### config.mk
export PLATFORM = sky130hd
export DESIGN_NAME = fifo_param
export DESIGN_NICKNAME = d
export VERILOG_FILES = /design/src/rtl/fifo_param.sv
export SDC_FILE = /design/constraint.sdc
export NUM_CORES = 1
export LEC_CHECK = 0
export BUFFER_PORTS_ARGS = -buffer_cell sky130_fd_sc_hd__buf_4
export CELL_PAD_IN_SITES_DETAIL_PLACEMENT = 2
export CELL_PAD_IN_SITES_GLOBAL_PLACEMENT = 2
export CORE_ASPECT_RATIO = 1.5
export CORE_MARGIN = 2
export CORE_UTILIZATION = 49
export DETAILED_ROUTE_END_ITERATION = 12
export GPL_TIMING_DRIVEN = 1
export PLACE_DENSITY = 0.81
export SYNTH_ARGS = -nofsm -noshare
export SYNTH_HDL_FRONTEND = slang
export SYNTH_SLANG_ARGS = --single-unit
### constraint.sdc
create_clock -name Clk -period 11.8 [get_ports Clk]
set_clock_uncertainty 0.2 [all_clocks]
set_input_delay 2.36 -clock Clk [delete_from_list [all_inputs] [get_ports Clk]]
set_output_delay 2.36 -clock Clk [all_outputs]
set_load 0.05 [all_outputs]
### src/rtl/fifo_param.sv
// fifo_param: synchronous FIFO with registered read data, occupancy count and status flags.
// Ports: Clk/Rst (sync, active-high), EN global enable, WR/RD requests, dataIn write word,
// dataOut/dataValid registered read word and its valid strobe, Count occupancy 0..DEPTH,
// EMPTY/FULL/ALMOST_EMPTY/ALMOST_FULL flags decoded from Count.
// Define FIFO_PARAM_ERR_FLAGS_EN to add sticky OVF/UDF error outputs.
module fifo_param #(
  parameter int DATA_W   = 32,
  parameter int DEPTH    = 8,
  parameter int AF_LEVEL = DEPTH - 2,
  parameter int AE_LEVEL = 2
) (
  input  logic                       Clk,
  input  logic                       Rst,
  input  logic                       EN,
  input  logic                       WR,
  input  logic                       RD,
  input  logic [DATA_W-1:0]          dataIn,
  output logic [DATA_W-1:0]          dataOut,
  output logic                       dataValid,
  output logic [$clog2(DEPTH):0]     Count,
  output logic                       EMPTY,
  output logic                       FULL,
  output logic                       ALMOST_EMPTY,
`ifdef FIFO_PARAM_ERR_FLAGS_EN
  output logic                       ALMOST_FULL,
  output logic                       OVF,
  output logic                       UDF
`else
  output logic                       ALMOST_FULL
`endif
);
  localparam int AW = $clog2(DEPTH);
  localparam int CW = AW + 1;
  logic [DATA_W-1:0] mem [DEPTH];
  logic [AW-1:0]     wr_ptr_q, wr_ptr_d, rd_ptr_q, rd_ptr_d;
  logic [CW-1:0]     count_q, count_d;
  logic [DATA_W-1:0] dout_q, dout_d;
  logic              dvalid_q;
  logic              wr_acc, rd_acc;
  assign EMPTY        = count_q == '0;
  assign FULL         = count_q == CW'(DEPTH);
  assign ALMOST_FULL  = count_q >= CW'(AF_LEVEL);
  assign ALMOST_EMPTY = count_q <= CW'(AE_LEVEL);
  assign Count        = count_q;
  assign dataOut      = dout_q;
  assign dataValid    = dvalid_q;
  // A read frees a slot in the same edge, so a full FIFO can still accept a write alongside it.
  assign rd_acc = EN & RD & ~EMPTY;
  assign wr_acc = EN & WR & (~FULL | rd_acc);
  always_comb begin
    wr_ptr_d = wr_acc ? wr_ptr_q + AW'(1) : wr_ptr_q;
    rd_ptr_d = rd_acc ? rd_ptr_q + AW'(1) : rd_ptr_q;
    count_d  = count_q + CW'(wr_acc) - CW'(rd_acc);
    dout_d   = rd_acc ? mem[rd_ptr_q] : dout_q;
  end
  always_ff @(posedge Clk) begin
    if (!Rst && wr_acc) mem[wr_ptr_q] <= dataIn;
  end
  always_ff @(posedge Clk) begin
    if (Rst) begin
      wr_ptr_q <= '0;
      rd_ptr_q <= '0;
      count_q  <= '0;
      dout_q   <= '0;
      dvalid_q <= 1'b0;
    end else begin
      wr_ptr_q <= wr_ptr_d;
      rd_ptr_q <= rd_ptr_d;
      count_q  <= count_d;
      dout_q   <= dout_d;
      dvalid_q <= rd_acc;
    end
  end
`ifdef FIFO_PARAM_ERR_FLAGS_EN
  logic ovf_q, ovf_d, udf_q, udf_d;
  // A read on an empty FIFO paired with a write is the benign no-bypass case, not an underflow.
  always_comb begin
    ovf_d = ovf_q | (EN & WR & FULL & ~rd_acc);
    udf_d = udf_q | (EN & RD & EMPTY & ~WR);
  end
  always_ff @(posedge Clk) begin
    if (Rst) begin
      ovf_q <= 1'b0;
      udf_q <= 1'b0;
    end else begin
      ovf_q <= ovf_d;
      udf_q <= udf_d;
    end
  end
  assign OVF = ovf_q;
  assign UDF = udf_q;
`endif
endmodule
==> Word level (Yosys, flattened, before mapping) <==
Memory sizes are Yosys's and may differ from the RTL's. A register that Yosys moved wholly into a read port is not among the register bits.
Index checks and enable logic that the tools add are counted.
{ "word_totals": {"register_bits": 11, "mem_bits_rw": 256, "in_bits": 37, "output_inout_bits": 41, "memories": 1} }
{ "memory_table": {"columns": ["memory", "depth", "word_bits", "rd", "rd_ports_with_merged_regs", "wr", "line_no", "rtl"], "rows": [
  ["mem", 8, 32, 1, 1, 1, "34", "logic [DATA_W-1:0] mem [DEPTH];"]
]} }
{ "classes": {"n_addsub": 4, "n_lt_le_gt_ge": 2, "eq_ne": 1, "mux": 2, "bitwise": 7, "reduce_logical": 3} }
{ "ops": {"columns": ["cell", "count"], "rows": [
  ["$add 3x1->3 const B", 2],
  ["$add 4x1->4", 1],
  ["$and 1x1->1", 4],
  ["$eq 4x4->1 const B", 1],
  ["$ge 4x3->1 const B", 1],
  ["$le 4x2->1 const B", 1],
  ["$logic_not 4->1", 1],
  ["$sub 4x1->4", 1],
  ["$mux 1", 2],
  ["$not 1->1", 2],
  ["$logic_and 1x1->1", 1],
  ["$logic_not 1->1", 1],
  ["$or 1x1->1", 1]
]} }

==> Longest topological paths before layout <==
Gate-level depths: netlist (run 1).
{ "logic_depth": {"ltp_word": 8, "depth_mapped": 12} }

==> Worst setup path before layout (run 1) <==
No wires, ideal clock.
{ "synth_timing": {"path_kind": "input-to-reg", "from": "input RD", "to": "memory mem[4][0] (enable)", "setup_time_ns": 0.501, "t_arrival_ns": 5.955, "setup_slack_ns": 5.143, "path_stages": 4, "path_buffers": 0, "path_cell_list": "nand2b_1 > a21oi_2 > nand2_1 > nor4_1"} }
{ "synth_between": {"elab_chain_cells": 7} }
{ "synth_rtl": {"columns": ["element", "line_no", "rtl"], "rows": [
  ["start: declaration", "16", "input logic RD,"],
  ["$and 1x1->1 (2 in series)", "48", "assign rd_acc = EN & RD & ~EMPTY;"],
  ["$or 1x1->1", "49", "assign wr_acc = EN & WR & (~FULL | rd_acc);"],
  ["$and 1x1->1", "49", null],
  ["$logic_and 1x1->1", "57", "if (!Rst && wr_acc) mem[wr_ptr_q] <= dataIn;"],
  ["$mux 1", "57", null],
  ["$mux 1 (implied by the code)", "57", null],
  ["end: declaration", "34", null]
]} }
No other way between the ends.

==> Worst setup path after layout (run 1) <==
{ "layout_timing": {"from": "input RD", "to": "memory mem[0][15] (enable)"} }
The elaborated chain is that of the path after synthesis.

==> reports/qor.yml, run 1 <==
status: "finished clean"
syn_nets: 677
critPathCaptureType: "flop"
drt_drc_violations_left: 0
grt_pass1_wl_um: 44690
yosys-top-cells-area: "edfxtp_1, dfxtp_1, mux4_2"
dp_hpwl_um: 17610
cpPeakStageDelay_ps: 1030
clkSinkCount: 299
clk_latency_ps: 540
finalSetupViolCount: 0
antenna_found_initial: 0
synth_most_common_cell: "edfxtp_1"
worst_ep_required_time_ps: 11780
power_density_nw_per_um2: 198.7
fp.dieH_um: 190.9
timing.hold.worst.start: "dataOut[20]$_SDFFE_PP0P_"
ios: 78
start_util: 0.4968
critical_path_buf_inv_count: 2
place_ws_ps: 6694
row_count: 68
n_antenna_cell: 0
dr.pass1.iters: 4
synth_edf_count: 256
cts_tree: "built"
track_usage: 0.2507
worstPathCellList: "buf_4 -> nand2b_1 -> a21oi_2 -> nor4bb_4 -> buf_4"
rsz0062_at_grt: "false"
criticalPathCategory: "in2reg"
io_buffers: 77
drt-wirelength-per-cell_um: 29.68
final_util: 0.5695
cp_max_fo: 22
hold_buffers: 0
peakVddDrop_mv: 0.1599
critPathTopFamily: "simple AND/OR/NAND/NOR gates"
internal_power_mw: 1.864
htree_levels: 1
synthCells: 630
vias: 6057
syn_to_final_growth_pct: 14.62
synth_cell_types: 39
maxCapViolCount: 0
fin_crit_ps: 4601
yosysWarnings: 0
finish.net_count: 756
hold_class: "reg2reg"
cts_buffer_depth: 3
syn_area_sq_um: 11410
p_clk_frac: 0.342
viasPerCell: 6.003
ys_seq_elements: 299
slew_headroom: 0.1513
timing.fmax_mhz: 217.3
clock-root-buffer: "clkbuf_16"
worstMarginPinSlew_ps: 1270
synthTopCellsByCount: "edfxtp_1, mux2i_1, nor2_1, dfxtp_1, o22ai_1"
pwr-share-comb: 0.181
ys_seq_area_frac: 0.7490
drt-initial-drc-count: 394
stdcell_count: 1009
synthFlopType: "edfxtp_1"
route.antenna.remaining_nets: 0
fin_ws_ps: 7199
switching_share: 0.2831
leakagePower_nw: 4.246
cts_made_buffers: 27
p_seq_frac: 0.477
crit_slowest_cell: "nor4bb_4"
r2r-start: "Count[3]$_SDFF_PP0_"
path_clk_slew_ps: 60
chipWidth_um: 128.6
grt_pass1_vias: 6942
drv_slew: 0
gp_congestion: 0.7354
post_cts_buffers: 0
fin_tns_setup_ps: 0
period_share: 0.3899
cp.arrival_ps: 4590
power_switching_mw: 0.7361
core_sq_um: 22970
crit_start: "RD"
avgSynthCellArea_sq_um: 18.12
drive_above_1_share: 0.2387
async_flop_share: 0
routed_wl_um: 29950
grt_max_degree: 60
overflow: 0
dieArea_sq_um: 24560
synth_top_area_frac: 0.6735
synth.largest_area_cell: "edfxtp_1"
path_common_cell: "buf_4"
dp.cells: 960
cp-start-kind: "input pin"
final-hold-violation-count: 0
cts_resized: 0
placed cells by master, fill, tap and decap left out, types with 2 or more instances in the layout:
master	instances
a211oi_1	31
a21oi_1	3
buf_4	88
bufinv_16	4
clkbuf_1	4
clkbuf_16	27
clkinv_1	6
clkinv_2	6
clkinv_4	2
dfxtp_1	41
edfxtp_1	256
ha_1	9
inv_1	4
mux2i_1	65
mux4_1	2
mux4_2	30
nand2_1	11
nand2b_1	3
nand3b_1	2
nor2_1	42
nor2_4	3
nor2b_1	2
nor3_1	31
nor3b_2	3
o22ai_1	32
xnor2_1	4
routing by layer:
layer  wire, um  track usage  vias up
met3       1332      0.02883       54
met2      16090       0.4542      165
met1      11710       0.3152     3181
met5          0            0        -
met4        809      0.07734        0
li1           -            -     2657
registers in the layout (all words and copies together) (netlist names):
register and count:
dataValid 1, dataOut 32, wr_ptr_q 3, rd_ptr_q 3, Count 4, mem 256
power by group through the flow:
stage | Sequential (mW) | Clock (mW) | Combinational, mW
2_1_floorplan | 1.32 | 0 | 0.273
3_3_place_gp | 1.26 | 0 | 0.439
3_5_place_dp | 1.26 | 0 | 0.466
4_1_cts | 1.24 | 0.907 | 0.475
5_1_grt | 1.25 | 0.938 | 0.499
6_report | 1.24 | 0.890 | 0.470
metrics by stage:
step | hold slack (ps) | total power [mW] | cell area [sq um]
after CTS | 301.8 | 2.624 | 13080
after global placement | 283.0 | 1.696 | 12200
after global routing | 334.6 | 2.683 | 13080
after detailed placement | 293.0 | 1.729 | 12200
after floorplan | 352.9 | 1.594 | 11410
final | 296.2 | 2.600 | 13080
cells by family (layout without fill, tap and decap cells):
| logic type | count (synthesis) | in the layout | synth area share |
|---|---|---|---|
| AO/OA/AOI/OAI | 71 | 71 | 0.04341 |
| XOR/XNOR | 5 | 5 | 0.003837 |
| adder cells (fa/ha/maj) | 10 | 10 | 0.01162 |
| buffers and inverters | 42 | 141 | 0.02642 |
| flip-flops | 299 | 299 | 0.7490 |
| multiplexers | 97 | 97 | 0.1208 |
| AND/OR/NAND/NOR | 106 | 106 | 0.04495 |
layout make-up:
| cell class | count | area, sq um |
|---|---|---|
| clock inverters | 18 | 190.2 |
| fillers | 1918 | 9889 |
| flip-flops and latches | 299 | 8553 |
| clock buffers | 31 | 690.7 |
| inverters | 4 | 15.01 |
| multi-input cells | 289 | 2623 |
| well taps | 280 | 350.3 |
| repair buffers | 88 | 660.6 |
worst reg2reg max path: cells and delay by family (launching register included):
| family | cells | cell delay (ps) |
|---|---|---|
| simple gates | 2 | 1220 |
| buf+inv | 2 | 650 |
| flops | 1 | 400 |
| compound gates | 1 | 460 |
| fa+ha+maj | 1 | 240 |
path summary, 6_finish.rpt:
kind,to,slack (ps),cells after the start
worst max-delay path,mem[0][15]$_DFFE_PP_,7200,5
worst min-delay path,dataOut[20]$_SDFFE_PP0P_,300,2
worst max register to register,mem[0][15]$_DFFE_PP_,8270,6
worst min register to register,dataOut[20]$_SDFFE_PP0P_,300,2
(Power assumes the default switching activity.)
==> inputs of run 2 (changes only) <==
--- a/config.mk
+++ b/config.mk
@@ -10,10 +10,10 @@
 export CELL_PAD_IN_SITES_GLOBAL_PLACEMENT = 2
 export CORE_ASPECT_RATIO = 1.5
 export CORE_MARGIN = 2
-export CORE_UTILIZATION = 49
+export CORE_UTILIZATION = 41
 export DETAILED_ROUTE_END_ITERATION = 12
 export GPL_TIMING_DRIVEN = 1
-export PLACE_DENSITY = 0.81
+export PLACE_DENSITY = 0.72
 export SYNTH_ARGS = -nofsm -noshare
 export SYNTH_HDL_FRONTEND = slang
 export SYNTH_SLANG_ARGS = --single-unit
==> constraint.sdc (replaced) <==
create_clock -name Clk -period 3.9 [get_ports Clk]
set_clock_uncertainty 0.2 [all_clocks]
set_input_delay 0.78 -clock Clk [delete_from_list [all_inputs] [get_ports Clk]]
set_output_delay 0.78 -clock Clk [all_outputs]
set_load 0.05 [all_outputs]
==> run 2 against run 1 <==
Compared with the run above: clock-buffer cell count is 6 higher; global-route usage decreased by 5.0 points; clock power grew to 3.3 times the previous value; via count grew 0.69%; utilization decreased by 7.9 points; power increased to 3.1 times the previous value; wire length shrank 4.0%; critical endpoint is now mem[5][8]$_DFFE_PP_.
==> reports/qor.yml, run 2 (synthesized netlist as in run 1, its figures left out) <==
status: "finished clean"  # unchanged
post_cts_buffers: 0  # unchanged
cts_made_buffers: 29  # was 27
start_util: 0.4179  # was 0.4968
viasPerCell: 5.632  # was 6.003
dieArea_sq_um: 29220  # was 24,560 sq um
dp_hpwl_um: 17940  # was 17,610 um
p_seq_frac: 0.463  # was 0.477
crit_path_end: "mem[5][8]$_DFFE_PP_"  # was mem[0][15]$_DFFE_PP_
layout_common_cells: "edfxtp_1, buf_4, mux2i_1, nor2_1, dfxtp_1"  # unchanged
cts_tree: "built"  # unchanged
fp.dieH_um: 208.3  # was 190.9 um
final-hold-violation-count: 0  # unchanged
route.antenna.remaining_nets: 0  # unchanged
worst_ep_required_time_ps: 3950  # was 11,780 ps
reg2reg_depth: 7  # was 6
r2r-start: "Count[2]$_SDFF_PP0_"  # was Count[3]$_SDFF_PP0_
cp-start-kind: "flop"  # was input pin
drt-initial-drc-count: 334  # was 394
worstMarginPinSlew_ps: 1010  # was 1270 ps
crit_start: "Count[2]$_SDFF_PP0_"  # was RD
dr.pass1.iters: 6  # was 4
rsz0062_at_grt: "false"  # unchanged
row_count: 74  # was 68
switching_share: 0.2749  # was 0.2831
period_share: 0.8206
grt_pass1_wl_um: 43990  # was 44,690 um
htree_levels: 1  # unchanged
vias: 6099  # was 6,057
criticalPathCategory: "reg2reg"  # was in2reg
r2r_slack_ps: 700  # was 8270 ps
final_util: 0.4907  # was 0.5695
place_ws_ps: 651.1  # was 6694 ps
io_buffers: 77  # unchanged
syn_to_final_growth_pct: 17.43  # was 14.62%
finish.net_count: 766  # was 756
cp.arrival_ps: 3250  # was 4590 ps
slew_headroom: 0.3269  # was 0.1513
fin_crit_ps: 3200
power_switching_mw: 2.218  # was 0.7361 mW
largest_reg_flops: 256  # unchanged
internal_power_mw: 5.849  # was 1.864 mW
hold_buffers: 0  # unchanged
drv_slew: 0  # unchanged
cts_resized: 0  # unchanged
power_density_nw_per_um2: 601.8  # was 198.7 nW/um^2
p_clk_frac: 0.362  # was 0.342
fin_tns_setup_ps: 0  # unchanged
clkSinkCount: 299  # unchanged
crit_slowest_cell: "nor2_4"  # was nor4bb_4
largest-register: "mem"  # unchanged
drive_above_1_share: 0.2510  # was 0.2387
drt_drc_violations_left: 0  # unchanged
cp_max_fo: 18  # was 22
critPathCaptureType: "flop"  # unchanged
pwr-share-comb: 0.175  # was 0.181
reg2reg_to: "mem[5][8]$_DFFE_PP_"  # was mem[0][15]$_DFFE_PP_
mostFrequentLayoutCell: "edfxtp_1"  # unchanged
ios: 78  # unchanged
grt_pass1_vias: 6977  # was 6,942
leakagePower_nw: 4.345  # was 4.246 nW
antenna_found_initial: 0  # unchanged
timing.fmax_mhz: 312.5
cts_buffer_depth: 3  # unchanged
n_antenna_cell: 0  # unchanged
chipWidth_um: 140.2  # was 128.6 um
cpPeakStageDelay_ps: 640  # was 1030 ps
worstPathCellList: "inv_1 -> ha_1 -> nand2b_1 -> a21oi_2 -> nand2_1 -> nor2_4 -> buf_12"  # was buf_4 -> nand2b_1 -> a21oi_2 -> nor4bb_4 -> buf_4
core_sq_um: 27310  # was 22,970 sq um
path_clk_slew_ps: 70  # was 60 ps
clk_latency_ps: 550  # was 540 ps
peakVddDrop_mv: 0.3719  # was 0.1599 mV
finalSetupViolCount: 0  # unchanged
track_usage: 0.2004  # was 0.2507
drt-wirelength-per-cell_um: 26.54  # was 29.68 um
maxCapViolCount: 0  # unchanged
gp_congestion: 0.7294  # was 0.7354
fin_ws_ps: 699.5  # was 7199 ps
clock-root-buffer: "clkbuf_16"  # unchanged
overflow: 0  # unchanged
hold_class: "in2reg"  # was reg2reg
routed_wl_um: 28750  # was 29,950 um
grt_max_degree: 51  # was 60
run 2: cell types whose count changed in the layout (fill, tap and decap cells not counted), sizes merged:
cell,previous run,this run
clkbuf,31,37
clkinv,14,9
clkinvlp,0,1
buf,88,96
inv,4,5
bufinv,4,5
run 2: worst max-delay path: cells and delay by family, from the launching register on:
| kind | cells | cell delay, ps |
|---|---|---|
| adders and majority gates | 1 | 240 |
| DFF | 1 | 370 |
| AOI/OAI and AO/OA | 1 | 470 |
| and+or+nand+nor | 3 | 1230 |
| buffers and inverters | 2 | 380 |
run 2: how the worst min path moves through the flow:
stage / from / endpoint / slack, ps / depth (start not counted)
floorplan: wr_ptr_q[1]$_SDFFE_PP0P_ / wr_ptr_q[1]$_SDFFE_PP0P_ / 370 / 2
CTS: dataIn[27] / mem[6][27]$_DFFE_PP_ / 250 / 1
global placement: dataOut[15]$_SDFFE_PP0P_ / dataOut[15]$_SDFFE_PP0P_ / 290 / 2
global route: dataIn[0] / mem[1][0]$_DFFE_PP_ / 260 / 1
detailed placement: dataOut[29]$_SDFFE_PP0P_ / dataOut[29]$_SDFFE_PP0P_ / 290 / 2
finish: dataIn[29] / mem[6][29]$_DFFE_PP_ / 270 / 1
run 2: stage by stage:
step | total power [mW] | cell area (sq um) | instances | hold slack (ps)
after global routing | 8.346 | 13400 | 1083 | 260.2
final | 8.066 | 13400 | 1083 | 268.0
after floorplan | 4.823 | 11450 | 630 | 371.3
after global placement | 5.158 | 12420 | 1030 | 287.0
after CTS | 8.158 | 13400 | 1083 | 254.3
after detailed placement | 5.233 | 12420 | 1030 | 291.2
run 2: per-layer routing:
| metal | vias up | wire length, um | GRT usage |
|---|---|---|---|
| li1 | 2671 | - | - |
| met1 | 3246 | 11270 | 0.2421 |
| met2 | 150 | 15820 | 0.3712 |
| met3 | 32 | 1142 | 0.02831 |
| met4 | 0 | 518 | 0.05677 |
| met5 | - | 0 | 0 |
run 2: layout make-up:
| class | count | area [sq um] |
|---|---|---|
| clock buffers | 37 | 775.7 |
| clock inverters | 16 | 206.4 |
| fillers | 2459 | 13910 |
| inverters | 4 | 15.01 |
| multi-input cells | 289 | 2653 |
| flip-flops and latches | 299 | 8554 |
| well taps | 342 | 427.9 |
| repair buffers | 96 | 770.7 |
run 2: power groups by stage:
stage               logic, mW  clock network (mW)  registers [mW]
finish                   1.41                2.92            3.73
floorplan               0.826                   0            4.00
detailed placement       1.42                   0            3.81
global route             1.51                3.07            3.76
CTS                      1.44                2.98            3.74
global placement         1.37                   0            3.79
